**src/rtl/udma_i2s_pkg.sv**
```systemverilog
// rtl/udma_i2s_pkg.sv - shared types and constants for the uDMA I2S receive path
package udma_i2s_pkg;

   localparam int I2S_DW = 32;
   localparam int WLEN_W = 5;

   typedef enum logic [1:0] {
      ST_IDLE,
      ST_WAIT,
      ST_RUN
   } rx_state_e;

   typedef logic [WLEN_W:0] rx_cnt_t;

   // MSB-first shifts in at bit 0; LSB-first places the bit at its final position.
   function automatic logic [I2S_DW-1:0] sr_insert(
      input logic [I2S_DW-1:0] sr,
      input logic              din,
      input logic [WLEN_W-1:0] idx,
      input logic              lsb_first
   );
      logic [I2S_DW-1:0] r;
      r = sr;
      if (lsb_first) begin
         r[idx] = din;
      end else begin
         r = {sr[I2S_DW-2:0], din};
      end
      return r;
   endfunction

endpackage

```
**src/rtl/i2s_rx_channel_if.sv**
```systemverilog
// rtl/i2s_rx_channel_if.sv - word output handshake from the I2S receive channel to the RX FIFO
interface i2s_rx_channel_if;
   import udma_i2s_pkg::*;

   logic [I2S_DW-1:0] fifo_data;
   logic              fifo_data_valid;
   logic              fifo_data_ready;
   logic              fifo_err;

   modport master (
      output fifo_data,
      output fifo_data_valid,
      output fifo_err,
      input  fifo_data_ready
   );

   modport slave (
      input  fifo_data,
      input  fifo_data_valid,
      input  fifo_err,
      output fifo_data_ready
   );

endinterface

```
**src/rtl/i2s_rx_channel_buf.sv**
```systemverilog
// rtl/i2s_rx_channel_buf.sv - 2-entry valid/ready output buffer with all-or-nothing frame push
module i2s_rx_buf
   import udma_i2s_pkg::*;
(
   input  logic              clk_i,
   input  logic              rst_i,
   input  logic              flush_i,
   input  logic [1:0]        push_cnt_i,
   input  logic [I2S_DW-1:0] push_data0_i,
   input  logic [I2S_DW-1:0] push_data1_i,
   output logic [I2S_DW-1:0] data_o,
   output logic              valid_o,
   input  logic              ready_i,
   output logic              err_o
);

   logic [I2S_DW-1:0] mem0_q, mem0_d;
   logic [I2S_DW-1:0] mem1_q, mem1_d;
   logic [1:0]        cnt_q, cnt_d;
   logic              err_q, err_d;
   logic              pop;
   logic [1:0]        free;

   assign pop = (cnt_q != 2'd0) && ready_i;

   // Free space is judged after the same-cycle pop; a frame that does not fit is dropped whole.
   always_comb begin
      mem0_d = mem0_q;
      mem1_d = mem1_q;
      cnt_d  = cnt_q;
      err_d  = 1'b0;
      free   = 2'd0;
      if (pop) begin
         mem0_d = mem1_q;
         cnt_d  = cnt_q - 2'd1;
      end
      free = 2'd2 - cnt_d;
      if (push_cnt_i != 2'd0) begin
         if (free < push_cnt_i) begin
            err_d = 1'b1;
         end else if (push_cnt_i == 2'd2) begin
            mem0_d = push_data0_i;
            mem1_d = push_data1_i;
            cnt_d  = 2'd2;
         end else begin
            if (cnt_d == 2'd0) begin
               mem0_d = push_data0_i;
            end else begin
               mem1_d = push_data0_i;
            end
            cnt_d = cnt_d + 2'd1;
         end
      end
      if (flush_i) begin
         mem0_d = '0;
         mem1_d = '0;
         cnt_d  = 2'd0;
         err_d  = 1'b0;
      end
   end

   always_ff @(posedge clk_i or posedge rst_i) begin
      if (rst_i) begin
         mem0_q <= '0;
         mem1_q <= '0;
         cnt_q  <= 2'd0;
         err_q  <= 1'b0;
      end else begin
         mem0_q <= mem0_d;
         mem1_q <= mem1_d;
         cnt_q  <= cnt_d;
         err_q  <= err_d;
      end
   end

   assign data_o  = mem0_q;
   assign valid_o = (cnt_q != 2'd0);
   assign err_o   = err_q;

endmodule

```
**src/rtl/i2s_rx_channel.sv**
```systemverilog
// rtl/i2s_rx_channel.sv - I2S serial-to-parallel receive channel, one or two data lines, sck domain
module i2s_rx_channel
   import udma_i2s_pkg::*;
(
   input  logic              sck_i,
   input  logic              rst_i,
   input  logic              i2s_ch0_i,
   input  logic              i2s_ch1_i,
   input  logic              i2s_ws_i,
   input  logic              cfg_en_i,
   input  logic              cfg_2ch_i,
   input  logic [WLEN_W-1:0] cfg_wlen_i,
   input  logic              cfg_lsb_first_i,
   i2s_rx_channel_if.master  fifo
);

   rx_state_e         state_q, state_d;
   logic              ws_q, ws_d;
   rx_cnt_t           count_q, count_d;
   logic [I2S_DW-1:0] sr0_q, sr0_d;
   logic [I2S_DW-1:0] sr1_q, sr1_d;
   logic [1:0]        push_cnt_q, push_cnt_d;
   logic              ws_edge;
   logic              restart;
   logic              cap;
   rx_cnt_t           wlen_ext;

   assign ws_d     = i2s_ws_i;
   assign ws_edge  = i2s_ws_i ^ ws_q;
   assign wlen_ext = {1'b0, cfg_wlen_i};

   always_comb begin
      state_d    = state_q;
      count_d    = count_q;
      sr0_d      = sr0_q;
      sr1_d      = sr1_q;
      push_cnt_d = 2'd0;
      restart    = 1'b0;
      cap        = 1'b0;

      case (state_q)
         ST_IDLE: if (cfg_en_i) state_d = ST_WAIT;
         ST_WAIT: begin
            if (ws_edge) begin
               restart = 1'b1;
               state_d = ST_RUN;
            end
         end
         ST_RUN: begin
            if (ws_edge) begin
               restart = 1'b1;
            end else if (count_q <= wlen_ext) begin
               cap = 1'b1;
            end
         end
         default: state_d = ST_IDLE;
      endcase

      // Every word-select edge starts a fresh slot, which keeps both lines aligned to ws.
      if (restart) begin
         sr0_d   = {{(I2S_DW-1){1'b0}}, i2s_ch0_i};
         sr1_d   = cfg_2ch_i ? {{(I2S_DW-1){1'b0}}, i2s_ch1_i} : '0;
         count_d = rx_cnt_t'(1);
         if (cfg_wlen_i == '0) push_cnt_d = cfg_2ch_i ? 2'd2 : 2'd1;
      end else if (cap) begin
         sr0_d   = sr_insert(sr0_q, i2s_ch0_i, count_q[WLEN_W-1:0], cfg_lsb_first_i);
         if (cfg_2ch_i) begin
            sr1_d = sr_insert(sr1_q, i2s_ch1_i, count_q[WLEN_W-1:0], cfg_lsb_first_i);
         end
         count_d = count_q + rx_cnt_t'(1);
         if (count_q == wlen_ext) push_cnt_d = cfg_2ch_i ? 2'd2 : 2'd1;
      end

      if (!cfg_en_i) begin
         state_d    = ST_IDLE;
         count_d    = '0;
         sr0_d      = '0;
         sr1_d      = '0;
         push_cnt_d = 2'd0;
      end
   end

   always_ff @(posedge sck_i or posedge rst_i) begin
      if (rst_i) begin
         state_q    <= ST_IDLE;
         ws_q       <= 1'b0;
         count_q    <= '0;
         sr0_q      <= '0;
         sr1_q      <= '0;
         push_cnt_q <= 2'd0;
      end else begin
         state_q    <= state_d;
         ws_q       <= ws_d;
         count_q    <= count_d;
         sr0_q      <= sr0_d;
         sr1_q      <= sr1_d;
         push_cnt_q <= push_cnt_d;
      end
   end

   i2s_rx_buf u_buf (
      .clk_i        (sck_i),
      .rst_i        (rst_i),
      .flush_i      (~cfg_en_i),
      .push_cnt_i   (push_cnt_q),
      .push_data0_i (sr0_q),
      .push_data1_i (sr1_q),
      .data_o       (fifo.fifo_data),
      .valid_o      (fifo.fifo_data_valid),
      .ready_i      (fifo.fifo_data_ready),
      .err_o        (fifo.fifo_err)
   );

endmodule

```
**src/flat_wrapper.sv**
```systemverilog
// flat-port wrapper written by rule: the top's interface ports become plain ports
module i2s_rx_channel_flat import udma_i2s_pkg::*;
  (sck_i, rst_i, i2s_ch0_i, i2s_ch1_i, i2s_ws_i, cfg_en_i, cfg_2ch_i, cfg_wlen_i, cfg_lsb_first_i, fifo_fifo_data, fifo_fifo_data_valid, fifo_fifo_err, fifo_fifo_data_ready);
  i2s_rx_channel_if fifo_i ();
  input  logic sck_i;
  input  logic rst_i;
  input  logic i2s_ch0_i;
  input  logic i2s_ch1_i;
  input  logic i2s_ws_i;
  input  logic cfg_en_i;
  input  logic cfg_2ch_i;
  input  logic [WLEN_W-1:0] cfg_wlen_i;
  input  logic cfg_lsb_first_i;
  output wire logic [$bits(fifo_i.fifo_data)-1:0] fifo_fifo_data;
  output wire logic [$bits(fifo_i.fifo_data_valid)-1:0] fifo_fifo_data_valid;
  output wire logic [$bits(fifo_i.fifo_err)-1:0] fifo_fifo_err;
  input wire logic [$bits(fifo_i.fifo_data_ready)-1:0] fifo_fifo_data_ready;
  assign fifo_fifo_data = fifo_i.fifo_data;
  assign fifo_fifo_data_valid = fifo_i.fifo_data_valid;
  assign fifo_fifo_err = fifo_i.fifo_err;
  assign fifo_i.fifo_data_ready = fifo_fifo_data_ready;
  i2s_rx_channel u_core (.sck_i(sck_i), .rst_i(rst_i), .i2s_ch0_i(i2s_ch0_i), .i2s_ch1_i(i2s_ch1_i), .i2s_ws_i(i2s_ws_i), .cfg_en_i(cfg_en_i), .cfg_2ch_i(cfg_2ch_i), .cfg_wlen_i(cfg_wlen_i), .cfg_lsb_first_i(cfg_lsb_first_i), .fifo(fifo_i));
endmodule
```
**config.mk**
```make
export PLATFORM = sky130hd
export DESIGN_NAME = i2s_rx_channel_flat
export DESIGN_NICKNAME = d
export VERILOG_FILES = /design/src/rtl/udma_i2s_pkg.sv /design/src/rtl/i2s_rx_channel_if.sv /design/src/rtl/i2s_rx_channel_buf.sv /design/src/rtl/i2s_rx_channel.sv /design/src/flat_wrapper.sv
export SDC_FILE = /design/constraint.sdc
export NUM_CORES = 1
export LEC_CHECK = 0
export CAP_MARGIN = 30
export CELL_PAD_IN_SITES_DETAIL_PLACEMENT = 0
export CELL_PAD_IN_SITES_GLOBAL_PLACEMENT = 1
export CORE_UTILIZATION = 42
export CTS_CLUSTER_SIZE = 16
export DETAILED_ROUTE_END_ITERATION = 7
export GPL_TIMING_DRIVEN = 0
export PLACE_DENSITY_LB_ADDON = 0.08
export SETUP_SLACK_MARGIN = 0.15
export SLEW_MARGIN = 5
export SYNTH_ARGS = -nofsm -noshare
export SYNTH_HDL_FRONTEND = slang
export SYNTH_SLANG_ARGS = --single-unit
export TNS_END_PERCENT = 100
```
**constraint.sdc**
```tcl
create_clock -name sck_i -period 4.1 [get_ports sck_i]
set_input_delay 0.41 -clock sck_i [delete_from_list [all_inputs] [get_ports sck_i]]
set_output_delay 0.41 -clock sck_i [all_outputs]
set_load 0.05 [all_outputs]
```
==> impl_summary.log <==
INFO  metric min_path_cells = 3
INFO  metric netlist_instances = 998
INFO  metric cts_buffer_depth = 2
INFO  metric wl_per_cell = 22.2 µm
INFO  metric yosys-mux-area-fraction = 0.0806
INFO  metric initialDrtViolationCount = 912
INFO  metric rsz0062_at_grt = no
INFO  metric critPathRequiredTime = 4.37 ns
INFO  metric max_slew.worst_pin.slew = 0.813 ns
INFO  metric cell_by_cell_trace_of_the_critical_path = inv_1 -> ha_1 -> nand2b_1 -> buf_6 -> buf_2 -> nor2_1 -> a21oi_1 -> ha_1 -> inv_1 -> ha_1 -> clkbuf_1 -> o221ai_1 -> a31oi_4 -> buf_2 -> a211oi_1
INFO  metric tritoncts.num_buffers = 17
INFO  metric post-cts-setup-buffers = 0
INFO  metric pin_count = 48
INFO  metric regArea = 0.00355 mm²
INFO  metric yosysWarnings = 0
INFO  metric gp_routability_congestion = 0.922
INFO  metric place_hpwl = 21.9 mm
INFO  metric outcome = completed
INFO  metric timing.final.crit_period = 3.55 ns
INFO  metric mappedNetlistNets = 1,027
INFO  metric powerDensity = 348 mW/mm²
INFO  metric largest_family_of_logic_cells_by_synthesized_area = compound AO/OA/AOI/OAI gates
INFO  metric critical_path.slowest_cell = sky130_fd_sc_hd__a31oi_4
INFO  metric critPathBufInv = 6
INFO  metric maximum_clock_frequency = 0.282 GHz
INFO  metric clk_latency = 0.43 ns
INFO  metric critical_path.max_stage_delay = 0.43 ns
INFO  metric synth_ff_type = sky130_fd_sc_hd__dfrtp_1
INFO  metric numPortBuffers = 46
INFO  metric fillerInstances = 1,994
INFO  metric area_of_the_die = 0.0213 mm²
INFO  metric sequential_element_share_of_the_synthesized_area = 0.409
INFO  metric synth_top_area_share = 0.409
INFO  metric irDropWorstVdd = 0.284 mV
INFO  metric area_growth_syn_to_layout = 16.5%
INFO  metric synth-adder-area-share = 0.0216
INFO  metric fp.dieH = 146 µm
INFO  metric post_cts_resize_count = 0
INFO  metric groute.usage.overall = 0.287
INFO  metric finalSetupTns = 0 ns
INFO  metric gr-total-overflow = 0
INFO  metric placedCellCount = 1,317
INFO  metric htreeDepth = 4
INFO  metric max_cap_violations = 0
INFO  metric synth_area_leader_cell = sky130_fd_sc_hd__dfrtp_1
INFO  metric clkSlewWorstSetupHoldPaths = 0.06 ns
INFO  metric route.final.wire_length = 29.9 mm
INFO  metric ys_seq_elements = 142
INFO  metric endpoint_of_the_worst_hold_timing_path = u_core.count_q[3]$_DFFE_PP0P_
INFO  metric cpMostUsedCell = sky130_fd_sc_hd__ha_1
INFO  metric cts_sink_count = 142
INFO  metric worst_path_dominant_cell_family = buffers and inverters
INFO  metric starting_density_of_the_core = 0.428
INFO  metric synth_area = 0.00870 mm²
INFO  metric crit_path_start_kind = flop
INFO  metric drt_first_pass_iters = 5
INFO  metric drt-vias-per-instance = 5.99
INFO  metric core-area = 0.0203 mm²
INFO  metric p_total = 3.53 mW
INFO  metric critical_path.reg2reg.startpoint = u_core.u_buf.cnt_q[0]$_DFF_PP0_
INFO  metric worst-r2r-setup-slack = 0.55 ns
INFO  metric cts_tree = done
INFO  metric critical_path.max_fanout = 10
INFO  metric synth_area_leaders = sky130_fd_sc_hd__dfrtp_1 41%, sky130_fd_sc_hd__nand2_1 4.7%, sky130_fd_sc_hd__o22ai_1 4.7%, sky130_fd_sc_hd__nand4_1 4.3%, sky130_fd_sc_hd__mux2_2 4.1%
INFO  metric grt_pass1_vias = 7,916
INFO  metric report.final.setup_viol = 0
INFO  metric rows = 52
INFO  metric grt_antenna_before_repair = 0
INFO  metric vias = 8,078
INFO  metric worstPathArrival = 3.82 ns
INFO  metric design.final.nets = 1,095
INFO  metric synth_area_per_cell = 8.71 µm²
INFO  metric r2r-end = u_core.u_buf.mem1_q[31]$_DFFE_PP0P_
INFO  metric post_synth_xor_area_fraction = 0.00604
INFO  metric grt_max_degree = 38
INFO  metric yosys.area_share.simple = 0.184
INFO  metric setup.worst_path.class = reg2reg
INFO  metric timing.clock.skew = 0.0118 ns
INFO  metric hold_path_class = in2reg
INFO  metric synth_edf_count = 0
INFO  metric grt_pass1_wl = 46.7 mm
INFO  metric fin_crit_sh = 0.866
INFO  metric reg2reg_depth = 15
INFO  metric hold_start = cfg_en_i
INFO  metric drc = 0
INFO  metric yosysUniqueCellTypes = 56
INFO  metric layout-drive-gt1-share = 0.110
INFO  metric final_hold_viol_count = 0
INFO  metric timing.slew.headroom = 0.458
INFO  metric chipWidth = 146 µm
INFO  metric final_cell_count_no_fill = 1,349
INFO  metric crit_path_end_kind = flop
INFO  metric leakage = 3.89 nW
INFO  metric antenna_violating_nets_post_route = 0
INFO  metric insertedDiodeCount = 0
INFO  metric slew_viol_final = 0
INFO  metric share_of_the_synthesized_area_in_compound_gates_ao_oa_aoi_oai = 0.212
INFO  metric postSynth.asyncResetShare = 1.00
INFO  metric multi_input_comb_area = 0.00438 mm²
INFO  metric clockRootBuffer = sky130_fd_sc_hd__clkbuf_16
INFO  metric cts.hold.buffers_added = 0
[registers in the layout (all words and copies together), names as in the netlist]
| signal | flops |
|---|---|
| u_core.u_buf.data_o | 32 |
| u_core.u_buf.mem1_q | 32 |
| u_core.u_buf.err_o | 1 |
| u_core.sr0_q | 32 |
| u_core.u_buf.cnt_q | 2 |
| u_core.state_q | 2 |
| u_core.ws_q | 1 |
| u_core.count_q | 6 |
| u_core.sr1_q | 32 |
| u_core.push_cnt_q | 2 |
[kinds of logic (layout without fill, tap and decap cells)]
logic type      after synthesis  count (layout)
compound gates              260             260
xor+xnor                      3               3
fa+ha+maj                    15              15
buf+inv                     174             255
flops                       142             142
mux                          66              66
simple gates                338             338
[where the power goes]
part	total (mW)	switching (mW)	internal, mW	leakage (nW)
logic	0.566	0.387	0.179	1.63
registers	1.43	0.0127	1.42	1.98
clock network	1.54	0.681	0.855	0.272
total	3.53	1.08	2.45	3.89
[cells in the final DEF, fill, tap and decap left out, types with 3 or more instances in the layout]
cell type / count
sky130_fd_sc_hd__buf_4: 4
sky130_fd_sc_hd__mux2_2: 32
sky130_fd_sc_hd__mux2i_1: 34
sky130_fd_sc_hd__a32o_1: 29
sky130_fd_sc_hd__inv_1: 78
sky130_fd_sc_hd__a21oi_1: 40
sky130_fd_sc_hd__inv_6: 7
sky130_fd_sc_hd__nand2_1: 110
sky130_fd_sc_hd__clkbuf_1: 55
sky130_fd_sc_hd__o21ai_0: 20
sky130_fd_sc_hd__dfrtp_1: 142
sky130_fd_sc_hd__clkinvlp_4: 5
sky130_fd_sc_hd__clkbuf_16: 17
sky130_fd_sc_hd__o22ai_1: 65
sky130_fd_sc_hd__clkdlybuf4s50_1: 46
sky130_fd_sc_hd__a31oi_1: 4
sky130_fd_sc_hd__o211ai_1: 48
sky130_fd_sc_hd__o21ai_1: 3
sky130_fd_sc_hd__nand3_1: 63
sky130_fd_sc_hd__buf_2: 26
sky130_fd_sc_hd__nor2b_1: 8
sky130_fd_sc_hd__buf_12: 3
sky130_fd_sc_hd__a211oi_1: 33
sky130_fd_sc_hd__nand3b_1: 3
sky130_fd_sc_hd__nand4_1: 60
sky130_fd_sc_hd__ha_1: 15
sky130_fd_sc_hd__nand2b_1: 7
sky130_fd_sc_hd__nor2_1: 72
sky130_fd_sc_hd__buf_6: 8
[cell type report]
| class | count | share of cell area |
|---|---|---|
| plain buffers | 95 | 0.0458 |
| clock buffers | 17 | 0.0420 |
| clock inverters | 15 | 0.0147 |
| inverters | 79 | 0.0296 |
| multi-input cells | 682 | 0.433 |
| flip-flops and latches | 142 | 0.351 |
| well taps | 270 | 0.0333 |
| repair buffers | 49 | 0.0514 |
[Yosys cell counts (2+ instances only)]
library cell	count
sky130_fd_sc_hd__a211oi_1	33
sky130_fd_sc_hd__o21ai_0	20
sky130_fd_sc_hd__mux2_2	32
sky130_fd_sc_hd__a32o_1	29
sky130_fd_sc_hd__o22ai_1	65
sky130_fd_sc_hd__a21oi_1	40
sky130_fd_sc_hd__o21ai_1	3
sky130_fd_sc_hd__a31oi_1	4
sky130_fd_sc_hd__nand2_1	110
sky130_fd_sc_hd__nand3b_1	3
sky130_fd_sc_hd__buf_2	26
sky130_fd_sc_hd__nand2b_1	7
sky130_fd_sc_hd__nand4_1	60
sky130_fd_sc_hd__clkbuf_1	55
sky130_fd_sc_hd__ha_1	15
sky130_fd_sc_hd__buf_4	4
sky130_fd_sc_hd__buf_1	2
sky130_fd_sc_hd__dfrtp_1	142
sky130_fd_sc_hd__inv_1	79
sky130_fd_sc_hd__nor2b_1	8
sky130_fd_sc_hd__or2_2	2
sky130_fd_sc_hd__nand2_2	2
sky130_fd_sc_hd__mux2i_1	34
sky130_fd_sc_hd__buf_6	8
sky130_fd_sc_hd__nand3_1	63
sky130_fd_sc_hd__nor2_1	72
sky130_fd_sc_hd__or4_1	2
sky130_fd_sc_hd__o211ai_1	48
sky130_fd_sc_hd__and2_1	2
sky130_fd_sc_hd__o31ai_1	2
[worst min-delay path, stage by stage]
cell,delay [ns]
sky130_fd_sc_hd__buf_2,0.18
sky130_fd_sc_hd__nand2_2,0.17
sky130_fd_sc_hd__a21oi_1,0.06
[how the worst max path moves through the flow]
| stage | start | to | slack, ns | cells past startpoint |
|---|---|---|---|---|
| 5_1_grt | u_core.u_buf.cnt_q[0]$_DFF_PP0_ | u_core.u_buf.mem1_q[31]$_DFFE_PP0P_ | 0.24 | 16 |
| 4_1_cts | u_core.u_buf.cnt_q[0]$_DFF_PP0_ | u_core.u_buf.mem1_q[31]$_DFFE_PP0P_ | 0.50 | 16 |
| 3_5_place_dp | fifo_fifo_data_ready | u_core.u_buf.mem1_q[31]$_DFFE_PP0P_ | 0.44 | 15 |
| 2_1_floorplan | u_core.u_buf.cnt_q[0]$_DFF_PP0_ | u_core.u_buf.mem1_q[10]$_DFFE_PP0P_ | 1.15 | 16 |
| 6_report | u_core.u_buf.cnt_q[0]$_DFF_PP0_ | u_core.u_buf.mem1_q[31]$_DFFE_PP0P_ | 0.55 | 15 |
| 3_3_place_gp | rst_i | u_core.sr1_q[22]$_DFFE_PP0P_ | 0.43 | 2 |
[per-stage QoR]
step,worst slack [ns],area (µm²),hold WS [ns],utilization
3_3_place_gp,0.426,9500,0.502,0.468
4_1_cts,0.500,10100,0.436,0.499
3_5_place_dp,0.443,9560,0.510,0.471
5_1_grt,0.235,10100,0.443,0.499
6_report,0.549,10100,0.441,0.499
2_1_floorplan,1.15,8700,0.441,-
[metal layers]
| layer | part of all wire | track usage | up-vias |
|---|---|---|---|
| met3 | 0.067 | 0.0511 | 52 |
| met1 | 0.47 | 0.418 | 3905 |
| met4 | 0.028 | 0.103 | 0 |
| met2 | 0.44 | 0.427 | 327 |
| met5 | 0 | 0 | - |
| li1 | - | - | 3794 |
No activity file was read; power rests on OpenSTA's default activity.
